===== src/rtl/fsm_umbrales_pkg.sv =====
// Shared encodings for the FIFO threshold supervisor.
// State codes and counter width used by fsm_umbrales_n.
package fsm_umbrales_pkg;

  localparam int STATE_W = 3;
  localparam int CNT_W   = 8;

  typedef enum logic [STATE_W-1:0] {
    ST_RESET  = 3'd0,
    ST_INIT   = 3'd1,
    ST_IDLE   = 3'd2,
    ST_ACTIVE = 3'd3,
    ST_ERROR  = 3'd4
  } state_t;

  localparam logic [CNT_W-1:0] CNT_MAX = '1;

endpackage


===== src/rtl/prio_enc_n.sv =====
// Lowest-index priority encoder.
// Returns the index of the lowest set request bit, 0 when none.
module prio_enc_n #(
  parameter int N    = 5,
  parameter int ID_W = $clog2(N)
) (
  input  logic [N-1:0]    i_req,
  output logic [ID_W-1:0] o_id
);

  // scan from the top so the lowest set bit wins
  always_comb begin
    o_id = '0;
    for (int i = N - 1; i >= 0; i--) begin
      if (i_req[i]) begin
        o_id = ID_W'(i);
      end
    end
  end

endmodule


===== src/rtl/fsm_umbrales_n.sv =====
// Supervisor FSM for N FIFOs with threshold bank and error capture.
// Optional ERROR entry counter built when FSM_ERROR_COUNT_EN is defined.
module fsm_umbrales_n
  import fsm_umbrales_pkg::*;
#(
  parameter int  NUM_FIFOS = 5,
  parameter int  UMBRAL_W  = 4,
  localparam int ID_W      = $clog2(NUM_FIFOS)
) (
  input  logic                          clk,
  input  logic                          reset,
  input  logic                          init,
  input  logic [NUM_FIFOS*UMBRAL_W-1:0] umbrales_in,
  input  logic [NUM_FIFOS-1:0]          fifo_empty,
  input  logic [NUM_FIFOS-1:0]          fifo_error,
  output logic [NUM_FIFOS*UMBRAL_W-1:0] umbral_out,
  output logic                          idle_out,
  output logic                          active_out,
  output logic                          error_out,
  output logic [2:0]                    state_out,
  output logic [ID_W-1:0]               error_fifo_id,
  output logic [NUM_FIFOS-1:0]          error_mask,
  output logic [7:0]                    err_count
);

  state_t                        r_state;
  state_t                        w_next;
  logic                          w_any_err;
  logic                          w_all_empty;
  logic                          w_enter_err;
  logic                          w_load_umb;
  logic [ID_W-1:0]               w_prio_id;
  logic [NUM_FIFOS*UMBRAL_W-1:0] r_umbral;
  logic [ID_W-1:0]               r_err_id;
  logic [NUM_FIFOS-1:0]          r_err_mask;

  assign w_any_err   = |fifo_error;
  assign w_all_empty = &fifo_empty;

  prio_enc_n #(
    .N    (NUM_FIFOS),
    .ID_W (ID_W)
  ) u_prio (
    .i_req (fifo_error),
    .o_id  (w_prio_id)
  );

  // state register
  always_ff @(posedge clk or posedge reset) begin
    if (reset) begin
      r_state <= ST_RESET;
    end else begin
      r_state <= w_next;
    end
  end

  // next-state; errors take priority over init
  always_comb begin
    w_next = r_state;
    unique case (r_state)
      ST_RESET: begin
        if (init) w_next = ST_INIT;
      end
      ST_INIT: begin
        if (w_any_err)  w_next = ST_ERROR;
        else if (!init) w_next = ST_IDLE;
      end
      ST_IDLE: begin
        if (w_any_err)         w_next = ST_ERROR;
        else if (init)         w_next = ST_INIT;
        else if (!w_all_empty) w_next = ST_ACTIVE;
      end
      ST_ACTIVE: begin
        if (w_any_err)        w_next = ST_ERROR;
        else if (init)        w_next = ST_INIT;
        else if (w_all_empty) w_next = ST_IDLE;
      end
      ST_ERROR: begin
        if (init) w_next = ST_INIT;
      end
      default: w_next = ST_RESET;
    endcase
  end

  assign w_enter_err = (w_next == ST_ERROR) && (r_state != ST_ERROR);

  // thresholds sampled on the edge into INIT and every edge spent in INIT
  assign w_load_umb = (r_state == ST_INIT) || (w_next == ST_INIT);

  // threshold bank
  always_ff @(posedge clk or posedge reset) begin
    if (reset) begin
      r_umbral <= '0;
    end else if (w_load_umb) begin
      r_umbral <= umbrales_in;
    end
  end

  // error source capture: first id on entry, mask accumulates
  always_ff @(posedge clk or posedge reset) begin
    if (reset) begin
      r_err_id   <= '0;
      r_err_mask <= '0;
    end else if (w_enter_err) begin
      r_err_id   <= w_prio_id;
      r_err_mask <= fifo_error;
    end else if (r_state == ST_ERROR) begin
      if (w_next == ST_INIT) begin
        r_err_id   <= '0;
        r_err_mask <= '0;
      end else begin
        r_err_mask <= r_err_mask | fifo_error;
      end
    end
  end

`ifdef FSM_ERROR_COUNT_EN
  logic [CNT_W-1:0] r_err_cnt;

  // saturating count of ERROR entries, cleared only by reset
  always_ff @(posedge clk or posedge reset) begin
    if (reset) begin
      r_err_cnt <= '0;
    end else if (w_enter_err && (r_err_cnt != CNT_MAX)) begin
      r_err_cnt <= r_err_cnt + 1'b1;
    end
  end

  assign err_count = r_err_cnt;
`else
  assign err_count = '0;
`endif

  assign umbral_out    = r_umbral;
  assign error_fifo_id = r_err_id;
  assign error_mask    = r_err_mask;
  assign state_out     = r_state;
  assign idle_out      = (r_state == ST_IDLE);
  assign active_out    = (r_state == ST_ACTIVE);
  assign error_out     = (r_state == ST_ERROR);

endmodule


===== config.mk =====
export PLATFORM = sky130hd
export DESIGN_NAME = fsm_umbrales_n
export DESIGN_NICKNAME = d
export VERILOG_FILES = /design/src/rtl/fsm_umbrales_pkg.sv /design/src/rtl/prio_enc_n.sv /design/src/rtl/fsm_umbrales_n.sv
export SDC_FILE = /design/constraint.sdc
export NUM_CORES = 1
export LEC_CHECK = 0
export ABC_AREA = 1
export BUFFER_PORTS_ARGS = -buffer_cell sky130_fd_sc_hd__buf_2
export CAP_MARGIN = 20
export CORE_ASPECT_RATIO = 0.8
export CORE_MARGIN = 2
export CORE_UTILIZATION = 37
export DETAILED_ROUTE_END_ITERATION = 10
export PLACE_DENSITY = 0.64
export SKIP_CTS_REPAIR_TIMING = 1
export SYNTH_ARGS = -nofsm -noshare
export SYNTH_HDL_FRONTEND = slang
export SYNTH_SLANG_ARGS = --single-unit

===== constraint.sdc =====
create_clock -name clk -period 1.7 [get_ports clk]
set_input_delay 0.17 -clock clk [delete_from_list [all_inputs] [get_ports clk]]
set_output_delay 0.17 -clock clk [all_outputs]
set_load 0.05 [all_outputs]

==> results.md <==
Status:
- The flow ran to the end, and the final reports show no timing, DRC or antenna violations.

Critical path:
- The biggest fanout along the worst timing path is 5.
- The data required time of the critical path is 1.53 ns.
- The arrival time of data at the critical path endpoint is 1.40 ns.
- Measured in cells, the most critical reg-to-reg path has a length of 7.
- The start point of the critical path is state_out[1]$_DFF_PP0_.
- The worst setup path is launched from a flop.
- The endpoint class of the critical path is an output pin.
- The category of the most critical setup path is reg -> out.
- The worst register-to-register path ends at umbral_out[17]$_DFFE_PP0P_.
- The startpoint of the worst-slack reg-to-reg timing path is state_out[1]$_DFF_PP0_.
- In this run the register-to-register setup slack is 0.17 ns.

Yosys:
- The async set or reset register ratio after synthesis is 100%.
- The area fraction of the dominant cell type after synthesis is 52.0%.
- The average instance area after synthesis is 8.58 um^2.
- The synthesized netlist occupies a cell area of 1490 um^2.
- The biggest area contributor in the post-synthesis netlist is sky130_fd_sc_hd__dfrtp_1.
- Yosys printed 0 warnings.
- Counting distinct cell types in the post-synthesis netlist gives 27.
- Counting flops and latches in the post-synthesis netlist gives 31.
- Among all flip-flop cells after synthesis, the most frequent one is sky130_fd_sc_hd__dfrtp_1.
- The count of flip-flops with a built-in enable after synthesis is 0.
- Yosys attributes the largest share of cell area to sky130_fd_sc_hd__dfrtp_1, sky130_fd_sc_hd__nand2_1, sky130_fd_sc_hd__nand3_1.
- The register area share after synthesis is 52.0%.
- The count of mapped cells out of synthesis is 174.

Floorplan:
- The die outline width is 75.0 um.
- The number of placed I/O pins is 75.
- The area enclosed by the die boundary is 4560 um^2.
- The core outline area is 3830 um^2.
- For this configuration, the core starts out at a cell density of 39.0%.
- The number of placement rows is 20.
- The floorplan step set the die height to 60.8 um.

Routing:
- The first-pass detailed-route iteration total is 4.
- In the routed design, unresolved DRC markers number 0.
- The post-detailed-route wirelength per cell is 11.4 um.
- The detailed router finished its first iteration with 71 violations.
- The routed layout has 1,348 vias.
- Dividing the detail-routed via count by the number of cells gives 4.49.
- Wires add up to 3420 um.
- The number of routed nets with antenna violations is 0.

Clocking:
- The H-tree was split into 2 levels.
- Clock latency on the worst-skew pair, taken at its later pin, is 0.28 ns.
- The total clock buffers created by CTS is 5.
- The number of buffers on the longest clock path is 2.
- The tree is rooted in a sky130_fd_sc_hd__clkbuf_8.
- For this design, the sink count on the clock tree is 31.
- The CTS tree is done.
- Clock-pin slew was measured on the worst setup and hold paths at 0.06 ns.

Place:
- The instance area at placement is 1850 um^2.
- The final HPWL from detailed placement is 2570 um.
- Buffers placed on the I/O ports in this run total 66.
- Routability-driven placement finished with a final weighted congestion of 0.872.

STA:
- The smallest clock period supported by the final layout is computed as 1.57 ns.
- The final hold violation count is 0.
- The post-route clock period utilization is 92.5%.
- The count of pins over their slew limit was 0.
- The sum of negative setup slack is 0 ns.
- The final setup violation count is 0.
- For the final database, setup skew stands at 0.00328 ns.
- Setup repair after global routing left no endpoint under its margin.
- Timing would allow up to 636 MHz.

Layout:
- From synthesis to final layout, the design area changed by 30.3%.
- Once layout is done, the placed cells without fillers occupy 1940 um^2.
- The share of layout cells above drive strength 1 is 39.2%.
- In the layout the commonest cells are sky130_fd_sc_hd__buf_2, sky130_fd_sc_hd__nand2_1, sky130_fd_sc_hd__dfrtp_1, sky130_fd_sc_hd__nand3_1, sky130_fd_sc_hd__conb_1.
- The library cell used most frequently in the layout, excluding fill and tap cells, is sky130_fd_sc_hd__buf_2.
- The number of nets at the end of the flow is 278.
- The repair_antennas step left the layout with diodes totalling 0.

GRT:
- For this run the aggregate overflow at the end of global routing stands at 0.
- For this run, the total global-route usage over all layers was measured as 16.6%.
- The pin count of the biggest net entering global routing is 21.
- The initial antenna violation count is 0.
- The number of global-route vias before repair is 1,226.
- The first global-routing pass estimated 5550 um of wire.

Min path:
- The worst hold path passes through 3 cells.
- The launch instance of the worst min-delay path is umbrales_in[8].
- For hold timing, the worst endpoint is umbral_out[8]$_DFFE_PP0P_.
- The worst hold path belongs to the class in -> reg.

Pwr:
- Across the VDD grid, the largest voltage drop is 0.000638 V.
- The total power divided by cell area is 1370 nW/um^2.
- The analysis attributes to cell leakage a power of 0.00109 uW.
- Overall power consumption after layout is estimated at 2670 uW.

Job:
- The tool flagged a number of max-cap violations equal to 0.
## state kept, by name (all words and copies together), names as in the netlist
| register | cells |
|---|---|
| umbral_out | 20 |
| error_mask | 5 |
| error_fifo_id | 3 |
| state_out | 3 |
## critical path: stages (launching register included)
cell	delay, ns
sky130_fd_sc_hd__dfrtp_2	0.42
sky130_fd_sc_hd__inv_2	0.09
sky130_fd_sc_hd__nand2_1	0.15
sky130_fd_sc_hd__nor2_4	0.21
sky130_fd_sc_hd__clkbuf_4	0.26
## cell type report
| type | count | area (um^2) |
|---|---|---|
| Timing Repair Buffer | 71 | 373 |
| Multi-Input combinational cell | 125 | 606 |
| Fill cell | 388 | 1880 |
| Sequential cell | 31 | 779 |
| Clock buffer | 7 | 76.3 |
| Inverter | 11 | 41.3 |
| Tap cell | 55 | 68.8 |
## power breakdown
group	leakage, uW	internal (uW)	total, uW	switching [uW]
Sequential	0.000385	896	997	101
Combinational	0.000672	258	1140	883
Clock	0.0000383	281	529	248
## worst max path at each step
stage	end	slack [ns]	depth (start not counted)
finish	error_out	0.13	4
global route	error_out	0.03	4
CTS	error_out	0.08	4
detailed placement	umbral_out[3]$_DFFE_PP0P_	0.10	7
global placement	umbral_out[16]$_DFFE_PP0P_	0.21	7
floorplan	active_out	-0.15	2
## synth_stat cells (2+ instances only)
cell / n
sky130_fd_sc_hd__a21oi_1: 4
sky130_fd_sc_hd__buf_2: 2
sky130_fd_sc_hd__buf_4: 9
sky130_fd_sc_hd__buf_6: 2
sky130_fd_sc_hd__dfrtp_1: 31
sky130_fd_sc_hd__inv_1: 6
sky130_fd_sc_hd__inv_2: 4
sky130_fd_sc_hd__nand2_1: 57
sky130_fd_sc_hd__nand2_2: 5
sky130_fd_sc_hd__nand3_1: 24
sky130_fd_sc_hd__nor2_1: 3
sky130_fd_sc_hd__nor2_2: 3
sky130_fd_sc_hd__nor2_4: 2
sky130_fd_sc_hd__nor3_1: 3
sky130_fd_sc_hd__o21ai_1: 7
## stage by stage
step | setup slack, ns | utilization [%] | hold WS [ns] | instances
after detailed placement | 0.102 | 48.3 | 0.187 | 292
final | 0.128 | 50.8 | 0.0830 | 300
after global placement | 0.210 | 48.3 | 0.195 | 292
after CTS | 0.0800 | 50.3 | -0.113 | 299
after global routing | 0.0265 | 50.8 | 0.0816 | 300
after floorplan | -0.149 | - | 0.267 | 181
## cells by family (layout without fill, tap and decap cells)
logic type	after synthesis	after routing	synth area share, %
AND/OR/NAND/NOR	101	101	31.7
flip-flops	31	31	52.0
buffers and inverters	25	89	9.72
AO/OA/AOI/OAI	16	16	6.37
other	1	8	0.251
## routing by layer
layer	share of wire (%)	GRT usage [%]
met2	42	23.2
met5	0	0
met4	1.5	6.89
met3	7.1	4.98
met1	50	23.8
Power figures use the tool's default switching activity.
